[src/rtl/conv1_pkg.sv]
// -----------------------------------------------------------------------------
// conv1_pkg
// Shared definitions for the conv1 output-feature-map writer.
//   * Default geometry of the layer-1 output map (WOUT x WOUT pixels,
//     CHOUT channels of WIDTH bits, written LANES channels per RAM beat).
//   * NPIX / BEATS derived from those defaults.
//   * ofm_addr_w(): word-address width for a map of npix pixels * beats words.
//   * wr_state_e: state encoding of the serialising write FSM.
// No ports (package).
// -----------------------------------------------------------------------------
package conv1_pkg;

   localparam int WOUT_DEF       = 128;
   localparam int CHOUT_DEF      = 64;
   localparam int WIDTH_DEF      = 16;
   localparam int LANES_DEF      = 4;
   localparam int FIFO_DEPTH_DEF = 2;

   localparam int NPIX  = WOUT_DEF * WOUT_DEF;
   localparam int BEATS = CHOUT_DEF / LANES_DEF;

   // Width of a word address covering npix*beats RAM words (at least 1 bit).
   function automatic int ofm_addr_w(input int npix, input int beats);
      return (npix * beats > 1) ? $clog2(npix * beats) : 1;
   endfunction

   typedef enum logic [0:0] {
      IDLE  = 1'b0,
      WRITE = 1'b1
   } wr_state_e;

endpackage

[src/rtl/ofm_vec_fifo.sv]
// -----------------------------------------------------------------------------
// ofm_vec_fifo
// Small synchronous FIFO holding whole CHOUT x WIDTH channel vectors. The
// head entry is presented combinationally so the writer can slice it into
// lanes without an extra read cycle.
//
// Ports:
//   clk_i    in   clock
//   rst_i    in   asynchronous active-high reset (empties the FIFO)
//   push_i   in   write din_i; honoured when not full, or when full and a
//                 pop happens in the same cycle
//   pop_i    in   discard the head entry; ignored when empty
//   din_i    in   CHOUT x WIDTH vector to store
//   head_o   out  CHOUT x WIDTH vector at the head (valid when !empty_o)
//   full_o   out  DEPTH entries stored
//   empty_o  out  no entries stored
//   count_o  out  current occupancy (0..DEPTH)
// -----------------------------------------------------------------------------
module ofm_vec_fifo #(
   parameter  int CHOUT = 64,
   parameter  int WIDTH = 16,
   parameter  int DEPTH = 2,
   localparam int AW    = $clog2(DEPTH),
   localparam int PW    = AW + 1
) (
   input  logic             clk_i,
   input  logic             rst_i,
   input  logic             push_i,
   input  logic             pop_i,
   input  logic [WIDTH-1:0] din_i   [CHOUT],
   output logic [WIDTH-1:0] head_o  [CHOUT],
   output logic             full_o,
   output logic             empty_o,
   output logic [PW-1:0]    count_o
);

   logic [WIDTH-1:0] mem_q [DEPTH][CHOUT];
   logic [PW-1:0]    wr_ptr_q, wr_ptr_d;
   logic [PW-1:0]    rd_ptr_q, rd_ptr_d;
   logic             do_push;
   logic             do_pop;

   // Pointers carry one extra MSB: equal indices with differing MSBs = full.
   assign full_o  = (wr_ptr_q[PW-1] != rd_ptr_q[PW-1]) &&
                    (wr_ptr_q[AW-1:0] == rd_ptr_q[AW-1:0]);
   assign empty_o = (wr_ptr_q == rd_ptr_q);
   assign count_o = wr_ptr_q - rd_ptr_q;

   assign do_pop  = pop_i && !empty_o;
   // A pop in the same cycle frees the slot, so a full FIFO still accepts.
   assign do_push = push_i && (!full_o || do_pop);

   assign wr_ptr_d = wr_ptr_q + (do_push ? PW'(1) : PW'(0));
   assign rd_ptr_d = rd_ptr_q + (do_pop  ? PW'(1) : PW'(0));

   always_ff @(posedge clk_i or posedge rst_i) begin
      if (rst_i) begin
         wr_ptr_q <= '0;
         rd_ptr_q <= '0;
      end else begin
         wr_ptr_q <= wr_ptr_d;
         rd_ptr_q <= rd_ptr_d;
      end
   end

   // Storage is not reset; validity is tracked by the pointers alone.
   always_ff @(posedge clk_i) begin
      if (do_push) begin
         for (int c = 0; c < CHOUT; c++) begin
            mem_q[wr_ptr_q[AW-1:0]][c] <= din_i[c];
         end
      end
   end

   genvar gi;
   for (gi = 0; gi < CHOUT; gi++) begin : g_head
      assign head_o[gi] = mem_q[rd_ptr_q[AW-1:0]][gi];
   end

endmodule

[src/rtl/conv1_ofm_writer.sv]
// -----------------------------------------------------------------------------
// conv1_ofm_writer
// Receiving end of the conv1 output stream. Each conv1_sample_i pulse captures
// the parallel CHOUT-channel vector into a small skid FIFO; a two-state FSM
// then serialises the head vector into BEATS = CHOUT/LANES consecutive RAM
// writes of LANES channels each. When all NPIX pixels have been written,
// ram_feedback_o rises and stays high until reset.
//
// Ports:
//   clk_i           in   clock
//   rst_i           in   asynchronous active-high reset; aborts in-flight beats
//   conv1_sample_i  in   one-cycle pulse: ofm_i valid this cycle
//   conv1_finish_i  in   producer end-of-layer level (only latched for debug)
//   ofm_i           in   CHOUT x WIDTH channel vector
//   ram_we_o        out  RAM write strobe (registered)
//   ram_addr_o      out  RAM word address = pixel*BEATS + beat
//   ram_wdata_o     out  LANES channels; lane k = channel beat*LANES+k
//   ram_feedback_o  out  sticky: every pixel of the layer has been written
//   overflow_o      out  sticky: a sample was dropped because the FIFO was full
//   finish_seen_o   out  sticky debug: conv1_finish_i has been seen high
// -----------------------------------------------------------------------------
module conv1_ofm_writer
   import conv1_pkg::*;
#(
   parameter  int WOUT       = WOUT_DEF,
   parameter  int CHOUT      = CHOUT_DEF,
   parameter  int WIDTH      = WIDTH_DEF,
   parameter  int LANES      = LANES_DEF,
   parameter  int FIFO_DEPTH = FIFO_DEPTH_DEF,
   localparam int NPIX_L     = WOUT * WOUT,
   localparam int BEATS_L    = CHOUT / LANES,
   localparam int AW         = ofm_addr_w(NPIX_L, BEATS_L)
) (
   input  logic                   clk_i,
   input  logic                   rst_i,
   input  logic                   conv1_sample_i,
   input  logic                   conv1_finish_i,
   input  logic [WIDTH-1:0]       ofm_i [CHOUT],
   output logic                   ram_we_o,
   output logic [AW-1:0]          ram_addr_o,
   output logic [LANES*WIDTH-1:0] ram_wdata_o,
   output logic                   ram_feedback_o,
   output logic                   overflow_o,
   output logic                   finish_seen_o
);

   localparam int PCW = $clog2(NPIX_L) + 1;
   localparam int BW  = (BEATS_L > 1) ? $clog2(BEATS_L) : 1;
   localparam int FPW = $clog2(FIFO_DEPTH) + 1;

   // ---------------------------------------------------------------- state
   wr_state_e              state_q, state_d;
   logic [BW-1:0]          beat_q, beat_d;
   logic [PCW-1:0]         pix_cnt_q, pix_cnt_d;

   logic                   we_q, we_d;
   logic [AW-1:0]          addr_q, addr_d;
   logic [LANES*WIDTH-1:0] wdata_q, wdata_d;

   logic                   feedback_q;
   logic                   overflow_q;
   logic                   finish_seen_q;

   // ----------------------------------------------------------------- FIFO
   logic                   fifo_push;
   logic                   fifo_pop;
   logic                   fifo_full;
   logic                   fifo_empty;
   logic [FPW-1:0]         fifo_count;
   logic [WIDTH-1:0]       fifo_head [CHOUT];

   logic                   layer_done;
   logic                   sample_ok;
   logic                   sample_drop;
   logic                   last_beat;
   logic                   more_queued;

   ofm_vec_fifo #(
      .CHOUT (CHOUT),
      .WIDTH (WIDTH),
      .DEPTH (FIFO_DEPTH)
   ) u_fifo (
      .clk_i   (clk_i),
      .rst_i   (rst_i),
      .push_i  (fifo_push),
      .pop_i   (fifo_pop),
      .din_i   (ofm_i),
      .head_o  (fifo_head),
      .full_o  (fifo_full),
      .empty_o (fifo_empty),
      .count_o (fifo_count)
   );

   // pix_cnt reaches NPIX one cycle before ram_feedback rises; samples are
   // already refused then so nothing can be queued beyond the last pixel.
   assign layer_done  = (pix_cnt_q == PCW'(NPIX_L));
   assign sample_ok   = conv1_sample_i && !feedback_q && !layer_done;
   assign last_beat   = (state_q == WRITE) && (beat_q == BW'(BEATS_L - 1));
   assign fifo_pop    = last_beat;
   assign fifo_push   = sample_ok && (!fifo_full || fifo_pop);
   assign sample_drop = sample_ok && fifo_full && !fifo_pop;
   // Occupancy after this cycle's pop, counting a same-cycle push.
   assign more_queued = (fifo_count > FPW'(1)) || fifo_push;

   // ------------------------------------------------- lane slicing of head
   logic [CHOUT*WIDTH-1:0]  head_flat;
   logic [LANES*WIDTH-1:0]  beat_words [BEATS_L];

   genvar gi;
   for (gi = 0; gi < CHOUT; gi++) begin : g_flat
      assign head_flat[gi*WIDTH +: WIDTH] = fifo_head[gi];
   end
   // Channel order in head_flat already matches lane order within a beat.
   for (gi = 0; gi < BEATS_L; gi++) begin : g_beat
      assign beat_words[gi] = head_flat[gi*LANES*WIDTH +: LANES*WIDTH];
   end

   // ----------------------------------------------- FSM: state register
   always_ff @(posedge clk_i or posedge rst_i) begin
      if (rst_i) begin
         state_q   <= IDLE;
         beat_q    <= '0;
         pix_cnt_q <= '0;
      end else begin
         state_q   <= state_d;
         beat_q    <= beat_d;
         pix_cnt_q <= pix_cnt_d;
      end
   end

   // ----------------------------------------------- FSM: next state
   always_comb begin
      state_d   = state_q;
      beat_d    = beat_q;
      pix_cnt_d = pix_cnt_q;
      case (state_q)
         IDLE: begin
            beat_d = '0;
            if (!fifo_empty && !layer_done) begin
               state_d = WRITE;
            end
         end
         WRITE: begin
            if (last_beat) begin
               beat_d    = '0;
               pix_cnt_d = pix_cnt_q + PCW'(1);
               // Stay in WRITE with no bubble while vectors remain.
               if (more_queued && (pix_cnt_d != PCW'(NPIX_L))) begin
                  state_d = WRITE;
               end else begin
                  state_d = IDLE;
               end
            end else begin
               beat_d = beat_q + BW'(1);
            end
         end
         default: begin
            state_d = IDLE;
         end
      endcase
   end

   // ----------------------------------------------- FSM: outputs
   always_comb begin
      we_d    = (state_q == WRITE);
      addr_d  = AW'(pix_cnt_q) * AW'(BEATS_L) + AW'(beat_q);
      wdata_d = beat_words[beat_q];
   end

   // Write port is registered: a beat issued this cycle appears next cycle.
   always_ff @(posedge clk_i or posedge rst_i) begin
      if (rst_i) begin
         we_q    <= 1'b0;
         addr_q  <= '0;
         wdata_q <= '0;
      end else begin
         we_q    <= we_d;
         addr_q  <= addr_d;
         wdata_q <= wdata_d;
      end
   end

   // ----------------------------------------------- sticky status flags
   always_ff @(posedge clk_i or posedge rst_i) begin
      if (rst_i) begin
         feedback_q    <= 1'b0;
         overflow_q    <= 1'b0;
         finish_seen_q <= 1'b0;
      end else begin
         feedback_q    <= feedback_q | layer_done;
         overflow_q    <= overflow_q | sample_drop;
         finish_seen_q <= finish_seen_q | conv1_finish_i;
      end
   end

   assign ram_we_o       = we_q;
   assign ram_addr_o     = addr_q;
   assign ram_wdata_o    = wdata_q;
   assign ram_feedback_o = feedback_q;
   assign overflow_o     = overflow_q;
   assign finish_seen_o  = finish_seen_q;

endmodule

[config.mk]
export PLATFORM = sky130hd
export DESIGN_NAME = conv1_ofm_writer
export DESIGN_NICKNAME = d
export VERILOG_FILES = /design/src/rtl/conv1_pkg.sv /design/src/rtl/ofm_vec_fifo.sv /design/src/rtl/conv1_ofm_writer.sv
export SDC_FILE = /design/constraint.sdc
export NUM_CORES = 2
export LEC_CHECK = 0
export CAP_MARGIN = 20
export CELL_PAD_IN_SITES_DETAIL_PLACEMENT = 1
export CELL_PAD_IN_SITES_GLOBAL_PLACEMENT = 1
export CORE_AREA = 2 2 470 472
export CTS_BUF_LIST = sky130_fd_sc_hd__clkbuf_8
export CTS_CLUSTER_DIAMETER = 100
export DETAILED_ROUTE_END_ITERATION = 10
export DIE_AREA = 0 0 472 474
export GPL_TIMING_DRIVEN = 0
export HOLD_SLACK_MARGIN = 0.15
export PLACE_DENSITY_LB_ADDON = 0.1
export SLEW_MARGIN = 20
export SYNTH_ARGS = -nofsm -noshare
export SYNTH_HDL_FRONTEND = slang
export SYNTH_HIERARCHICAL = 1
export SYNTH_SLANG_ARGS = --single-unit
[constraint.sdc]
create_clock -name clk_i -period 55.8 [get_ports clk_i]
set_input_delay 13.95 -clock clk_i [delete_from_list [all_inputs] [get_ports clk_i]]
set_output_delay 13.95 -clock clk_i [all_outputs]
set_load 0.1 [all_outputs]
======== Yosys cells after proc, flatten, opt, wreduce, memory -nomap -nowiden ========
Memory sizes are Yosys's and may differ from the RTL's.
Index checks and enable logic that the tools add are counted.
storage, ports and cells
  word-level logic and storage cells ...... 64
  memories kept ........................... 1
  RAM bits ................................ 2048
  output and inout port bits .............. 86
  bits in registers ....................... 110
  input bits .............................. 1028
memory list
  name          words  width  read ports  clocked after memory_dff  write ports  RTL line            RTL
  u_fifo.mem_q  2      1024   1           0                         1            ofm_vec_fifo.sv:37  logic [WIDTH-1:0] mem_q [DEPTH][CHOUT];
cells by class
  $add $sub $neg .......................... 6
  order comparisons ....................... 2
  equal/unequal tests ..................... 6
  mux-type cells .......................... 13
  reduce and logical (&&, ||, !) cells .... 20
  bitwise operators ....................... 5
operators by type and width
  kind                                                            count
  binary-select mux 64 bit (select 4 bit)                         1
  2-to-1 mux 64 bit                                               2
  adder 18 x 4 -> 18 bit                                          1
  adder 15 x 1 -> 15 bit (second input constant)                  1
  == test 15 bit (second input constant)                          1
  inequality test 15 bit (second input constant)                  1
  logical AND 1 bit                                               11
  case mux 4 bit (2 select lines)                                 1
  2-to-1 mux 1 bit                                                7
  >= comparator 5 bit (second input constant)                     1
  logical NOT 1 bit                                               5
  NOT 4 -> 5 bit                                                  1
  adder 2 bit                                                     2
  adder 4 x 1 -> 4 bit (second input constant)                    1
  == test 4 bit (second input constant)                           1
  2-to-1 mux 4 bit                                                1
  logical OR 1 bit                                                3
  bitwise OR 1 bit                                                3
  == test 2 bit                                                   1
  greater-than comparator 2 x 1 -> 1 bit (second input constant)  1
  case mux 1 bit (2 select lines)                                 1
  AND reduction 2 bit                                             1
  subtractor 2 bit                                                1
  == test 1 bit                                                   1
  2 further kinds                                                 2

======== Logic depth before layout (Yosys ltp) ========
  depth in word-level cells ............... 10
  mapped depth ............................ 10
  mapped depth without buffers ............ 10

======== Hierarchy ========
The synthesis kept the hierarchy.
modules (own cells, without submodules)
  module            cells each  sequential area each (sq um)  area an instance (sq um)  instances
  ofm_vec_fifo      3206        61599.1                       75434.8                   1
  conv1_ofm_writer  1086        2652.5                        11573.6                   1

======== Worst setup path before layout ========
OpenSTA, ideal clock, no wires.
  kind .................................... in2reg
  start point ............................. input conv1_sample_i
  end point ............................... memory u_fifo/mem_q[1][0] (netlist name) (enable)
  setup time .............................. 1.540 ns
  cell stages on the path ................. 4
  path buffers ............................ 0
  setup slack ............................. 16.674 ns
  required time ........................... 54.260 ns
  arrival time ............................ 37.587 ns
  cell sequence ........................... inv_1 > a211oi_1 > o31a_1 > ha_1
on the way
  cells in the longest elaborated chain, start to end .. 6
RTL lines
  element                                 RTL line                 RTL
  from (decl)                             conv1_ofm_writer.sv:36   input logic conv1_sample_i,
  logical AND 1 bit (2 in a row)          conv1_ofm_writer.sv:97   assign sample_ok = conv1_sample_i && !feedback_q && !layer_done;
  logical AND 1 bit                       conv1_ofm_writer.sv:100  assign fifo_push = sample_ok && (!fifo_full || fifo_pop);
  via fifo_push                           conv1_ofm_writer.sv:65   logic fifo_push;
  logical AND 1 bit                       ofm_vec_fifo.sv:51       assign do_push = push_i && (!full_o || do_pop);
  2-to-1 mux 1 bit                        ofm_vec_fifo.sv:68       if (do_push) begin
  2-to-1 mux 1 bit (implied by the code)  ofm_vec_fifo.sv:70       mem_q[wr_ptr_q[AW-1:0]][c] <= din_i[c];
  to (decl)                               ofm_vec_fifo.sv:37
The timed path passes the listed nets, and every way through them passes these cells.

======== Worst setup path after layout ========
  start point ............................. input conv1_sample_i
  end point ............................... memory u_fifo/mem_q[0][423] (netlist name) (enable)
Same word-level chain as after synthesis.

==> flow_summary.ini <==
[critical_path]
crit_path_cell_trace = clkdlybuf4s50_1 > inv_1 > a211oi_1 > o31a_1 > ha_4 > buf_16 > buf_12 > buf_12 > buf_16 > buf_12 > buf_16 > buf_16
cp.arrival_ns = 17.56
cp_max_fo = 45
cp_top_family = buffers and inverters
crit_buf_inv = 9
cp-end-kind = flip-flop
required_ns = 56.55
worst_setup_path_start_kind = input pin
crit_slowest_cell = clkdlybuf4s50_1
crit_type = in -> reg
max_stage_delay_ns = 0.49
path_common_cell = buf_16

[routing]
vias = 48121
dr.pass1.iters = 6
drc = 0
wl_per_cell_um = 33.56
routed_wl_mm = 305.8
first_iter_violations = 3889
via_per_inst = 5.280
ant_nets = 0

[die]
core_area_um2 = 218700
die_x_um = 472
num_io_pins = 1114
num_rows = 172
initial_utilization_pct = 39.79
fp.dieH_um = 474
fp.dieArea_um2 = 223700

[final_layout]
area_growth_pct = 26.47
num-fill-cells = 20183
drive_gt1_share_pct = 31.10
design_area_um2 = 110000
fin_nets = 6884

[synth]
ys_types = 47
muxShareOfSynthArea_pct = 21.18
netlist_instances = 4292
synth_fa_ha_area_share_pct = 0.1007
synth_nets = 5327
synth_top_family_by_area = multiplexers
yosys_most_used_dff = edfxtp_1
synth-simple-area-share_pct = 0.6414
synth_edf_count = 2048
synth_area_um2 = 87010
ys_ff_latch = 2158
synth_compound_area_share_pct = 2.449
synthArstFlopShare_pct = 5.097
yosysSeqAreaShare_pct = 73.85
yosysWarnings = 6
synth_xor_area_share_pct = 0.2215
avgSynthCellArea_um2 = 20.27

[clocking]
clk_pin_slew_ns = 0.06
clk_latency_ns = 1.14
post_cts_buffers = 0
hold_buffers = 0
clkSinkCount = 2158
htreeDepth = 5
cts_root_buffer = clkbuf_8
clockBufferDepth = 4
cts_tree = built
cts_buffers = 390
post_cts_resize_count = 0

[power]
p_leak_uw = 0.03897
finalPower_uw = 6413
cellPowerDensity_nw_per_um2 = 58.28
ir_drop_mv = 0.02609

[placement]
dpl_cell_area_um2 = 103000
dp_hpwl_mm = 230.9
gp_congestion = 0.8360
io_buffers = 1113

[min_path]
hold_class = reg -> reg

[timing]
slew_headroom_pct = 13.07
hold_viol = 0
holdWs_ns = 0.3393
tightestPinTransition_ns = 1.304
rsz0062_at_grt = false
report.final.slew_viol_count = 0
max_clock_freq_mhz = 59.49
skew_ns = 0.1159
setup_viol = 0
finalCritPeriodShare_pct = 30.12
post-route-min-period_ns = 16.81

[run_status]
status = complete, no violations

[global_route]
grt_pass1_vias = 50762
grt_max_degree = 65
grt_usage_pct = 26.86
grt_overflow = 0
grt_pass1_wl_mm = 409.2
antenna_found_initial = 275

[run]
max_cap_violations = 0
[worst reg2reg max path, stage by stage (launching register included)]
cell and delay [ns]:
dfrtp_1 0.72, nand4_1 0.50, a211oi_1 0.38, o31a_1 0.29, ha_4 0.47, buf_16 0.32
buf_12 0.27, buf_12 0.27, buf_16 0.29, buf_12 0.29, buf_16 0.28, buf_16 0.33
[power breakdown]
part | switching [uW] | total [uW] | internal, uW
Combinational | 1590 | 2580 | 994
Clock | 654 | 1330 | 673
Sequential | 111 | 2500 | 2390
[synth_stat cells, drive strengths merged, types with 2 or more instances]
cell    number  area, um2
nor2        12      45.04
and2         3      18.77
clkbuf      66      257.7
ha           7      87.58
nand2       78      292.8
a21oi       68      340.3
dfrtp      110       2753
inv         12      45.04
mux2i      194       1942
or2          4      25.02
nand4        3      18.77
mux4       128       2883
edfxtp    2048      61500
and3         4      26.28
or4          2      20.02
a221oi      64      560.5
o21ai      131      655.6
mux2      1088      13600
a22oi       65      488.0
buf        157       1057
nand3        7      35.03
nor3         3      15.01
xnor2       17      148.9
xor2         5      43.79
[through the flow]
step / TNS, ns / setup WS (ns) / util [%] / cells
2_1_floorplan: 0 / 16.67 / - / 4292
3_3_place_gp: -1381.09 / -0.9178 / 46.53 / 8276
3_5_place_dp: 0 / 37.94 / 47.13 / 8328
4_1_cts: 0 / 39.03 / 50.20 / 9006
5_1_grt: 0 / 38.93 / 50.26 / 9057
6_report: 0 / 38.99 / 50.33 / 9114
[flip-flops by register name, summed over array words and instances, names as in the netlist]
name and cells:
u_fifo/mem_q 2048, ram_wdata_o 64, ram_addr_o 18, pix_cnt_q 15, beat_q 4, u_fifo/rd_ptr_q 2, u_fifo/wr_ptr_q 2, finish_seen_o 1
overflow_o 1, ram_feedback_o 1, ram_we_o 1, state_q 1
[area by class of cell]
type                       instances  area (um2)  share of cell area, %
timing repair buffer            1165       12400                  11.27
multi-input combinational       1899       21420                  19.47
antenna                          108       270.3                 0.2456
clock buffer                     404        5560                  5.053
clock inverter                   274        1165                  1.059
buffer                           223        1328                  1.206
tap                             2871        3592                  3.265
inverter                          12       52.55                0.04776
sequential                      2158       64250                  58.39
[cell families after synthesis]
logic type      count (synthesis)
flops                        2158
mux                          1410
compound gates                337
buf+inv                       235
simple gates                  123
xor+xnor                       22
fa+ha+maj                       7
[placed cells by master, fill, tap and decap left out, drive strengths merged, types with 5 or more instances in the layout]
cell type,netlist,routed
mux2i,194,194
inv,12,171
clkdlybuf4s50,0,1096
a221oi,64,64
xor2,5,5
edfxtp,2048,2048
mux4,128,128
clkinvlp,0,6
a21oi,68,68
buf,157,226
nor2,12,12
nand2,78,78
mux2,1088,1088
nand3,7,7
dfrtp,110,110
o21ai,131,131
ha,7,7
clkbuf,66,470
a22oi,65,65
clkinv,0,107
xnor2,17,17
diode,0,108
[layer usage]
metal	wire length, um	GRT usage (%)	part of all wire, %
met1	122400	33.94	40
met5	1093	0	0.36
met3	25950	8.847	8.5
met2	144900	42.39	47
met4	11460	11.34	3.7
[worst paths after layout]
kind,start,end,slack (ns),cells past startpoint
worst max register to register,beat_q[3],u_fifo/mem_q[0][423],50.97,11
min in group asynchronous,rst_i,u_fifo/wr_ptr_q[0],13.28,2
worst min register to register,beat_q[2],ram_addr_o[2],0.34,0
max in group asynchronous,rst_i,ram_wdata_o[37],41.52,3
worst max-delay path,conv1_sample_i,u_fifo/mem_q[0][423],38.99,12
worst min-delay path,beat_q[2],ram_addr_o[2],0.34,0
(Power assumes the default switching activity.)
